File: src/rtl/mem_port_arbiter.sv
// mem_port_arbiter: serialises the IF (fetch) and MEM (load/store) stages onto one
// single-ported memory with a req/ack bus of variable latency. It holds the pipeline
// stalled until every access needed this pipeline cycle has completed, and it keeps
// a saturating count of stalled cycles.
module mem_port_arbiter #(
  parameter int ADDR_W = 32,
  parameter int DATA_W = 32,
  parameter int CNT_W  = 32
) (
  input  logic              clk_i,
  input  logic              rst_i,
  input  logic              start_i,
  input  logic              if_req_i,
  input  logic [ADDR_W-1:0] if_addr_i,
  output logic [DATA_W-1:0] if_rdata_o,
  input  logic              dm_read_i,
  input  logic              dm_write_i,
  input  logic [ADDR_W-1:0] dm_addr_i,
  input  logic [DATA_W-1:0] dm_wdata_i,
  output logic [DATA_W-1:0] dm_rdata_o,
  output logic              stall_o,
  output logic              mem_req_o,
  output logic              mem_we_o,
  output logic [ADDR_W-1:0] mem_addr_o,
  output logic [DATA_W-1:0] mem_wdata_o,
  input  logic              mem_ack_i,
  input  logic [DATA_W-1:0] mem_rdata_i,
  output logic [CNT_W-1:0]  stall_cnt_o
);

  typedef enum logic { IDLE, BUSY } state_t;
  typedef enum logic { SRV_D, SRV_I } srv_t;

  state_t state;
  srv_t   srv;
  logic   i_done;
  logic   d_done;
  logic   dm_req;

  // A store and a load asserted together are treated as a store.
  assign dm_req  = dm_read_i | dm_write_i;

  // Hold the whole pipeline until each active requester has completed its access.
  assign stall_o = (if_req_i & ~i_done) | (dm_req & ~d_done);

  // Issue/complete FSM; bus outputs and read-data holding registers are registered here.
  // NOTE: every register, including the data holding registers, is reset so the bus
  // and read ports come out of reset at a known 0 rather than X.
  always_ff @(posedge clk_i or posedge rst_i) begin
    if (rst_i) begin
      state       <= IDLE;
      srv         <= SRV_D;
      i_done      <= 1'b0;
      d_done      <= 1'b0;
      mem_req_o   <= 1'b0;
      mem_we_o    <= 1'b0;
      mem_addr_o  <= '0;
      mem_wdata_o <= '0;
      if_rdata_o  <= '0;
      dm_rdata_o  <= '0;
    end else begin
      // NOTE: sequential state uses non-blocking assignments; a later assignment in
      // this block (done set on ack) deliberately overrides the earlier clear.
      if (!stall_o) begin
        // The pipeline advances this edge, so the next pipeline cycle starts fresh.
        i_done <= 1'b0;
        d_done <= 1'b0;
      end
      case (state)
        IDLE: begin
          if (start_i) begin
            // Data goes first: it belongs to the older instruction.
            if (dm_req && !d_done) begin
              mem_addr_o  <= dm_addr_i;
              mem_wdata_o <= dm_wdata_i;
              mem_we_o    <= dm_write_i;
              mem_req_o   <= 1'b1;
              srv         <= SRV_D;
              state       <= BUSY;
            end else if (if_req_i && !i_done) begin
              mem_addr_o  <= if_addr_i;
              mem_wdata_o <= '0;
              mem_we_o    <= 1'b0;
              mem_req_o   <= 1'b1;
              srv         <= SRV_I;
              state       <= BUSY;
            end
          end
        end
        BUSY: begin
          // Address, data and direction stay frozen until the memory acknowledges.
          if (mem_ack_i) begin
            if (!mem_we_o) begin
              if (srv == SRV_I) if_rdata_o <= mem_rdata_i;
              else              dm_rdata_o <= mem_rdata_i;
            end
            if (srv == SRV_I) i_done <= 1'b1;
            else              d_done <= 1'b1;
            mem_req_o <= 1'b0;
            state     <= IDLE;
          end
        end
        default: state <= IDLE;
      endcase
    end
  end

  // Saturating count of cycles spent with the pipeline stalled.
  always_ff @(posedge clk_i or posedge rst_i) begin
    if (rst_i) begin
      stall_cnt_o <= '0;
    end else if (stall_o && (stall_cnt_o != '1)) begin
      stall_cnt_o <= stall_cnt_o + 1'b1;
    end
  end

endmodule

File: config.mk
export PLATFORM = sky130hd
export DESIGN_NAME = mem_port_arbiter
export DESIGN_NICKNAME = d
export VERILOG_FILES = /design/src/rtl/mem_port_arbiter.sv
export SDC_FILE = /design/constraint.sdc
export NUM_CORES = 1
export LEC_CHECK = 0
export CAP_MARGIN = 20
export CORE_MARGIN = 10
export CORE_UTILIZATION = 39
export CTS_BUF_LIST = sky130_fd_sc_hd__clkbuf_4 sky130_fd_sc_hd__clkbuf_8
export DETAILED_ROUTE_END_ITERATION = 8
export PLACE_DENSITY = 0.82
export RECOVER_POWER = 50
export SLEW_MARGIN = 10
export SYNTH_ARGS = -nofsm -noshare
export SYNTH_HDL_FRONTEND = slang
export SYNTH_SLANG_ARGS = --single-unit
File: constraint.sdc
create_clock -name clk_i -period 5.2 [get_ports clk_i]
set_input_delay 0.52 -clock clk_i [delete_from_list [all_inputs] [get_ports clk_i]]
set_output_delay 0.52 -clock clk_i [all_outputs]
set_load 0.05 [all_outputs]
==> impl_metrics.json, run 1 <==
{
  "nets": 971,
  "synthCells": 541,
  "status": "complete, but fails checks",
  "crit_chain": "dlygate4sd3_1 > o21ba_1 > clkbuf_1 > o2111ai_1 > a311oi_4 > nand4_1 > xnor2_1",
  "power_density_nw_per_um2": 698,
  "start_util_pct": 40.2,
  "vias": 5293,
  "synth_ff_type": "dfrtp_1",
  "drt_iter0_drc": 262,
  "overflow": 0,
  "crit_family": "buffers and inverters",
  "required_ns": 5.53,
  "synthArstFlopShare_pct": 100,
  "yosysSeqAreaShare_pct": 61.7,
  "cts_root_buffer": "clkbuf_8",
  "synth_compound_area_share_pct": 8.94,
  "worstHoldStart": "dm_rdata_o[12]$_DFFE_PP0P_",
  "ant_nets": 0,
  "ios": 298,
  "die_w_um": 151,
  "period_share_pct": 64.7,
  "hold_buffers": 0,
  "synth_top_family_by_area": "simple AND/OR/NAND/NOR gates",
  "layout_common_cells": "clkdlybuf4s50_1, dfrtp_1, nand2_1",
  "syn_nets": 677,
  "die_h_um": 151,
  "finalHoldViolCount": 0,
  "min_path_type": "register to register",
  "rsz0062_at_grt": "no",
  "clock_latency_ns": 0.44,
  "cap_viol_max_count": 5,
  "drc": 0,
  "multiInputGateArea_um2": 2410,
  "antenna-diode-count": 0,
  "finalSetupViolCount": 0,
  "endpoint_kind": "register",
  "ys_seq_elements": 166,
  "cp_num_buf_inv": 2,
  "cp_max_fo": 35,
  "cts_resized": 0,
  "final.setup_skew_ns": 0.0119,
  "via_per_inst": 4.96,
  "htreeDepth": 4,
  "clock.fmax_mhz": 297,
  "synth-adder-area-share_pct": 0.186,
  "wl_per_cell_um": 19.4,
  "yosysWarningCount": 0,
  "synth_xor_area_share_pct": 4.03,
  "cpPeakStageDelay_ns": 1.15,
  "grt_first_pass_wirelength_um": 31200,
  "grt_pass1_vias": 5536,
  "drv_slew": 182,
  "violations": "capacitance limit, slew limit",
  "grt_max_degree": 96,
  "ir_worst_vdd_uv": 383,
  "post_synth_and_or_nand_nor_area_fraction_pct": 12.1,
  "r2r_start": "d_done$_DFF_PP0_",
  "hold_depth": 1,
  "min_to": "dm_rdata_o[12]$_DFFE_PP0P_",
  "gp_congestion": 0.810,
  "cts_sinks": 166,
  "tns_ns": 0,
  "criticalPathCategory": "primary input to register",
  "die-area_um2": 22900,
  "slowest_stage": "clkbuf_1",
  "design_area_um2": 10300,
  "hpwl_um": 15600,
  "grt_antenna_before_repair": 0,
  "rows": 47,
  "p_total_mw": 7.17,
  "coreArea_um2": 16800,
  "layout-drive-gt1-share_pct": 11.2,
  "drt-total-wl_um": 20700,
  "cts_buffer_depth": 2,
  "tightestPinTransition_ns": 1.94,
  "drt-pass1-iter-count": 4,
  "r2r_cells": 6,
  "clk_pin_slew_ns": 0.09,
  "layout_commonest_cell": "clkdlybuf4s50_1",
  "worstSetupStartpointType": "primary input",
  "synth_cell_types": 42,
  "cts_buffers": 17,
  "p_leak_nw": 4.30,
  "synth_area_per_cell_um2": 12.4,
  "muxShareOfSynthArea_pct": 10.9,
  "worstPathArrival_ns": 3.69,
  "fin_crit_ns": 3.36,
  "grt_use_total_pct": 17.5,
  "area_growth_pct": 52.4,
  "seq_area_um2": 4150,
  "n_fill_cell": 1373,
  "placed_area_um2": 9920,
  "r2r_slack_ns": 2.05,
  "synth-edff-count": 0,
  "reg2reg_to": "stall_cnt_o[23]$_DFFE_PP0P_",
  "cts_tree": "done",
  "numPortBuffers": 297,
  "syn_area_um2": 6740,
  "slew_headroom_pct": -29.2,
  "post_cts_buffers": 0
}
-- power breakdown --
group | total (mW) | internal [mW] | switching (mW)
logic | 4.10 | 1.42 | 2.68
clock network | 0.909 | 0.411 | 0.498
registers | 2.16 | 1.83 | 0.326
-- cells by family (layout without fill, tap and decap cells) --
family,count (synthesis),count (layout)
flops,166,166
fa+ha+maj,1,1
compound gates,74,74
xor+xnor,31,31
mux,65,65
simple gates,171,171
buf+inv,33,339
-- cell type report --
cell class                      instances  area share [%]
Clock inverter                         12            1.17
Tap cell                              220            2.68
Inverter                                3           0.158
Multi-Input combinational cell        342            23.5
Clock buffer                           19            2.55
Sequential cell                       166            40.5
Timing Repair Buffer                  305            29.5
-- state kept, by name, indices dropped and copies added, names as in the netlist --
signal	flops
stall_cnt_o	32
mem_we_o	1
d_done	1
if_rdata_o	32
mem_req_o	1
srv	1
state	1
mem_wdata_o	32
i_done	1
mem_addr_o	32
dm_rdata_o	32
-- per-layer routing --
layer  GRT usage, %  routed length [um]
met2           29.4               10300
met5              0                   0
met4           4.76                 289
met1           20.5                8060
met3           6.38                2040
-- cell usage after synthesis (all sizes together), types with 3 or more instances --
| master | number | area share (%) |
|---|---|---|
| dfrtp | 166 | 62 |
| nand2 | 76 | 4.2 |
| mux2 | 65 | 11 |
| nor2 | 40 | 2.4 |
| a22o | 33 | 4.3 |
| a31oi | 32 | 3.0 |
| xnor2 | 26 | 3.4 |
| buf | 19 | 1.5 |
| nand4 | 17 | 1.7 |
| nand3 | 12 | 0.97 |
| clkbuf | 11 | 0.61 |
| and3 | 9 | 0.87 |
| xor2 | 5 | 0.65 |
| and4 | 4 | 0.56 |
| inv | 3 | 0.17 |
-- stage by stage --
| step | setup WS (ns) | hold WS (ns) | cells | utilization [%] |
|---|---|---|---|---|
| after global placement | 2.32 | 0.467 | 1035 | 59.2 |
| after global routing | 1.60 | 0.507 | 1067 | 61.3 |
| final | 1.84 | 0.492 | 1067 | 61.3 |
| after detailed placement | 2.28 | 0.477 | 1035 | 59.2 |
| after CTS | 2.27 | 0.498 | 1066 | 61.5 |
| after floorplan | 0.190 | 0.457 | 541 | - |
-- worst max path at each step --
stage	start	to	slack (ns)	cells past startpoint
after floorplan	rst_i	d_done$_DFF_PP0_	0.19	1
after global placement	if_req_i	stall_o	2.32	5
after detailed placement	if_req_i	stall_o	2.28	5
after CTS	if_req_i	stall_o	2.27	5
after global routing	dm_write_i	stall_cnt_o[27]$_DFFE_PP0P_	1.60	7
final	dm_write_i	stall_cnt_o[23]$_DFFE_PP0P_	1.84	7
Note: power is estimated with default switching activity, not from simulation.
==> run 2: changes to the inputs <==
Clock period 5.2 ns to 2.9 ns, I/O delays scaled along.
==> run 2 against run 1 <==
- the flow now finishes without violations
- die area did not move
- sequential cell count stayed put
- global-route usage grew 0.13 points
- via count grew 1.8%
- total power increased by 79%
- highest routed layer unchanged
- setup slack worse by 1.2 ns
- first-iteration DRC count decreased by 7.6%
- sequential power up 79%
- combinational power increased by 80%
- wire length increased by 0.97%
- critical endpoint is now mem_addr_o[26]$_DFFE_PP0P_
==> impl_metrics.json, run 2 (synthesis results as in run 1) <==
{
  "fin_util_pct": 61.6,
  "worstHoldStart": "dm_addr_i[13]",
  "r2r_cells": 5,
  "placed_area_um2": 10000,
  "nets": 976,
  "cap_viol_max_count": 0,
  "hpwl_um": 15900,
  "rows": 47,
  "cpPeakStageDelay_ns": 0.47,
  "reg2reg_to": "stall_cnt_o[27]$_DFFE_PP0P_",
  "drt-total-wl_um": 20900,
  "status": "completed",
  "tns_ns": 0,
  "endpoint_kind": "register",
  "clock.fmax_mhz": 438,
  "ir_worst_vdd_uv": 737,
  "grt_antenna_before_repair": 0,
  "dp_cells": 1041,
  "hold_depth": 3,
  "cts_sinks": 166,
  "path_common_cell": "nor2_1",
  "start_util_pct": 40.2,
  "place_ws_ns": 0.572,
  "finalSetupViolCount": 0,
  "rsz0062_at_grt": "no",
  "p_leak_nw": 4.34,
  "finalHoldViolCount": 0,
  "fin_cells": 1073,
  "ios": 298,
  "cts_buffers": 17,
  "die_h_um": 151,
  "final.setup_skew_ns": 0.00935,
  "criticalPathCategory": "primary input to register",
  "vias": 5390,
  "grt_pass1_vias": 5481,
  "fin_crit_ns": 2.28,
  "hold_slack_ns": 0.393,
  "die-area_um2": 22900,
  "numPortBuffers": 297,
  "setup_ws_ns": 0.619,
  "overflow": 0,
  "coreArea_um2": 16800,
  "antenna-diode-count": 0,
  "hold_buffers": 0,
  "drt_iter0_drc": 242,
  "cts_root_buffer": "clkbuf_8",
  "p_total_mw": 12.9,
  "drc": 0,
  "power_density_nw_per_um2": 1250,
  "cts_buffer_depth": 2,
  "r2r_slack_ns": 0.63,
  "ant_nets": 0,
  "cp_max_fo": 65,
  "die_w_um": 151,
  "r2r_start": "stall_cnt_o[7]$_DFFE_PP0P_",
  "min_path_type": "primary input to register",
  "slowest_stage": "clkdlybuf4s50_1",
  "drt-pass1-iter-count": 4,
  "layout_commonest_cell": "clkdlybuf4s50_1",
  "post_cts_buffers": 0,
  "clock_latency_ns": 0.45,
  "min_to": "mem_addr_o[13]$_DFFE_PP0P_",
  "wl_per_cell_um": 19.5,
  "clk_pin_slew_ns": 0.10,
  "cts_resized": 0,
  "grt_use_total_pct": 17.6,
  "gp_congestion": 0.834,
  "layout_common_cells": "clkdlybuf4s50_1, dfrtp_1, nand2_1",
  "period_share_pct": 78.7,
  "htreeDepth": 4,
  "worstSetupStartpointType": "primary input",
  "via_per_inst": 5.02,
  "grt_max_degree": 66,
  "worstPathArrival_ns": 2.57,
  "area_growth_pct": 53.3,
  "drv_slew": 0,
  "required_ns": 3.19,
  "grt_first_pass_wirelength_um": 31200,
  "cts_tree": "done",
  "crit_chain": "clkdlybuf4s50_1 > o21ba_1 > nor2_1 > inv_1 > and3_2 > clkbuf_4 > nor2_1 > a31oi_1",
  "tightestPinTransition_ns": 1.34,
  "design_area_um2": 10300,
  "layout-drive-gt1-share_pct": 12.1,
  "slew_headroom_pct": 10.0
}
-- run 2: cell count changes in the layout (fill, tap and decap cells not counted), sizes merged --
cell,delta
buf,+3
clkinvlp,-2
clkbuf,+3
dlygate4sd3,-3
clkdlybuf4s50,+2
clkinv,+5
inv,-2
-- run 2: power breakdown --
| part | switching (mW) | leakage (nW) | internal [mW] |
|---|---|---|---|
| Clock | 0.884 | 0.199 | 0.737 |
| Combinational | 4.81 | 2.11 | 2.56 |
| Sequential | 0.584 | 2.03 | 3.29 |
| Total | 6.28 | 4.34 | 6.59 |
-- run 2: worst max-delay path, delay by kind of cell --
kind                   cells  cell delay, ns
AOI/OAI and AO/OA          2            0.31
and+or+nand+nor            3            0.80
buffers and inverters      3            1.15
-- run 2: worst max-delay path by stage --
stage | slack (ns) | startpoint | cells after the start | end
after global routing | 0.38 | stall_cnt_o[7]$_DFFE_PP0P_ | 5 | stall_cnt_o[27]$_DFFE_PP0P_
after global placement | 0.63 | dm_write_i | 6 | mem_wdata_o[2]$_DFFE_PP0P_
after CTS | 0.70 | stall_cnt_o[16]$_DFFE_PP0P_ | 1 | stall_cnt_o[16]
after detailed placement | 0.57 | dm_write_i | 6 | mem_wdata_o[9]$_DFFE_PP0P_
after floorplan | 0.50 | rst_i | 1 | d_done$_DFF_PP0_
final | 0.62 | dm_write_i | 8 | mem_addr_o[26]$_DFFE_PP0P_
-- run 2: per-layer routing --
layer / wire [um] / vias up / global-route usage, % / part of all wire (%)
li1: - / 2515 / - / -
met1: 7730 / 2624 / 19.8 / 37
met2: 10600 / 228 / 29.4 / 51
met3: 2240 / 23 / 7.40 / 11
met4: 363 / 0 / 5.97 / 1.7
met5: 0 / - / 0 / 0
-- run 2: area by class of cell --
class / count / area, um2
Clock buffer: 19 / 262
Multi-Input combinational cell: 342 / 2410
Timing Repair Buffer: 310 / 3090
Tap cell: 220 / 275
Clock inverter: 13 / 121
Sequential cell: 166 / 4150
Fill cell: 1372 / 6440
Inverter: 3 / 12.5
==> run 3: changes to the inputs <==
Settings changed: CORE_UTILIZATION 39 to 43, PLACE_DENSITY 0.82 to 0.86.
Clock period 2.9 ns to 2.2 ns, I/O delays scaled along.
==> run 3 against run 2 <==
- the flow now finishes with violations (capacitance limit, slew limit)
- die area down 8.1%
- via count grew 0.32%
- critical path type is now register to primary output
- highest routed layer unchanged
- largest power group unchanged
- sequential power is 32% higher
==> impl_metrics.json, run 3 (synthesis results as in run 1) <==
{
  "grt_max_degree": 97,
  "via_per_inst": 5.07,
  "p_total_mw": 16.9,
  "tns_ns": 0,
  "cap_viol_max_count": 1,
  "drt_iter0_drc": 328,
  "die_h_um": 145,
  "crit_chain": "clkdlybuf4s50_1",
  "period_share_pct": 95.2,
  "nets": 980,
  "grt_first_pass_wirelength_um": 32300,
  "drc": 0,
  "finalSetupViolCount": 0,
  "slew_headroom_pct": -14.7,
  "slowest_stage": "clkdlybuf4s50_1",
  "post_cts_buffers": 0,
  "cts_resized": 0,
  "layout_common_cells": "clkdlybuf4s50_1, dfrtp_1, nand2_1",
  "htreeDepth": 4,
  "grt_antenna_before_repair": 0,
  "crit_family": "buffers and inverters",
  "drv_slew": 71,
  "cp_max_fo": 9,
  "hold_slack_ns": 0.333,
  "ant_nets": 0,
  "worstPathArrival_ns": 1.87,
  "area_growth_pct": 53.7,
  "final.setup_skew_ns": 0.0135,
  "ir_worst_vdd_uv": 1150,
  "n_fill_cell": 1126,
  "start_util_pct": 44.1,
  "cts_buffers": 17,
  "die-area_um2": 21100,
  "hold_buffers": 0,
  "overflow": 0,
  "grt_use_total_pct": 19.1,
  "finalHoldViolCount": 0,
  "placed_area_um2": 10100,
  "cts_root_buffer": "clkbuf_8",
  "rows": 45,
  "design_area_um2": 10400,
  "cpPeakStageDelay_ns": 0.90,
  "grt_pass1_vias": 5629,
  "numPortBuffers": 297,
  "vias": 5407,
  "p_leak_nw": 4.35,
  "layout-drive-gt1-share_pct": 12.9,
  "fin_crit_ns": 2.09,
  "power_density_nw_per_um2": 1630,
  "min_path_type": "primary input to register",
  "cts_buffer_depth": 2,
  "ios": 298,
  "gp_congestion": 0.818,
  "layout_commonest_cell": "clkdlybuf4s50_1",
  "criticalPathCategory": "register to primary output",
  "cts_sinks": 166,
  "violations": "capacitance limit, slew limit",
  "required_ns": 1.98,
  "clock_latency_ns": 0.44,
  "tightestPinTransition_ns": 1.72,
  "status": "complete, but fails checks",
  "cts_tree": "done",
  "wl_per_cell_um": 19.4,
  "antenna-diode-count": 0,
  "die_w_um": 145,
  "clk_pin_slew_ns": 0.09,
  "clock.fmax_mhz": 477,
  "cp_num_buf_inv": 1,
  "seq_area_um2": 4150,
  "hpwl_um": 15700,
  "drt-total-wl_um": 20700,
  "multiInputGateArea_um2": 2430,
  "drt-pass1-iter-count": 4,
  "rsz0062_at_grt": "no",
  "coreArea_um2": 15300,
  "endpoint_kind": "primary output",
  "worstSetupStartpointType": "register"
}
-- run 3: path summary, 6_finish.rpt --
kind | from | end | slack (ns) | cells past startpoint
min reg2reg | mem_req_o$_DFFE_PP0P_ | mem_req_o$_DFFE_PP0P_ | 0.48 | 2
max reg2reg | d_done$_DFF_PP0_ | mem_wdata_o[11]$_DFFE_PP0P_ | 0.23 | 6
max | stall_cnt_o[16]$_DFFE_PP0P_ | stall_cnt_o[16] | 0.11 | 1
min in group asynchronous | rst_i | mem_addr_o[12]$_DFFE_PP0P_ | 0.62 | 3
min | if_addr_i[27] | mem_addr_o[27]$_DFFE_PP0P_ | 0.33 | 3
max in group asynchronous | rst_i | stall_cnt_o[4]$_DFFE_PP0P_ | 0.40 | 3
-- run 3: power breakdown --
group	switching, mW	internal [mW]	total [mW]
sequential	0.757	4.34	5.09
combinational	6.35	3.40	9.75
clock	1.13	0.918	2.05
total	8.24	8.66	16.9
-- run 3: routing by layer --
metal | up-vias | wire [um] | part of all wire, % | track usage, %
li1 | 2531 | - | - | -
met1 | 2651 | 8060 | 39 | 21.3
met2 | 205 | 10700 | 52 | 33.3
met3 | 20 | 1640 | 7.9 | 7.14
met4 | 0 | 261 | 1.3 | 5.36
met5 | - | 0 | 0 | 0
-- run 3: layout make-up --
class	count	area share (%)
clock buffer	18	2.33
clock inverter	13	1.21
inverter	3	0.145
multi-input combinational	342	23.5
sequential	166	40.1
tap	211	2.55
timing repair buffer	314	30.1
-- run 3: metrics by stage --
stage / std cells / worst slack [ns] / utilization [%]
global placement: 1036 / 0.120 / 66.0
global route: 1067 / 0.0371 / 67.9
detailed placement: 1036 / 0.0786 / 66.0
finish: 1067 / 0.106 / 67.9
CTS: 1067 / 0.0704 / 68.4
floorplan: 541 / -0.133 / -
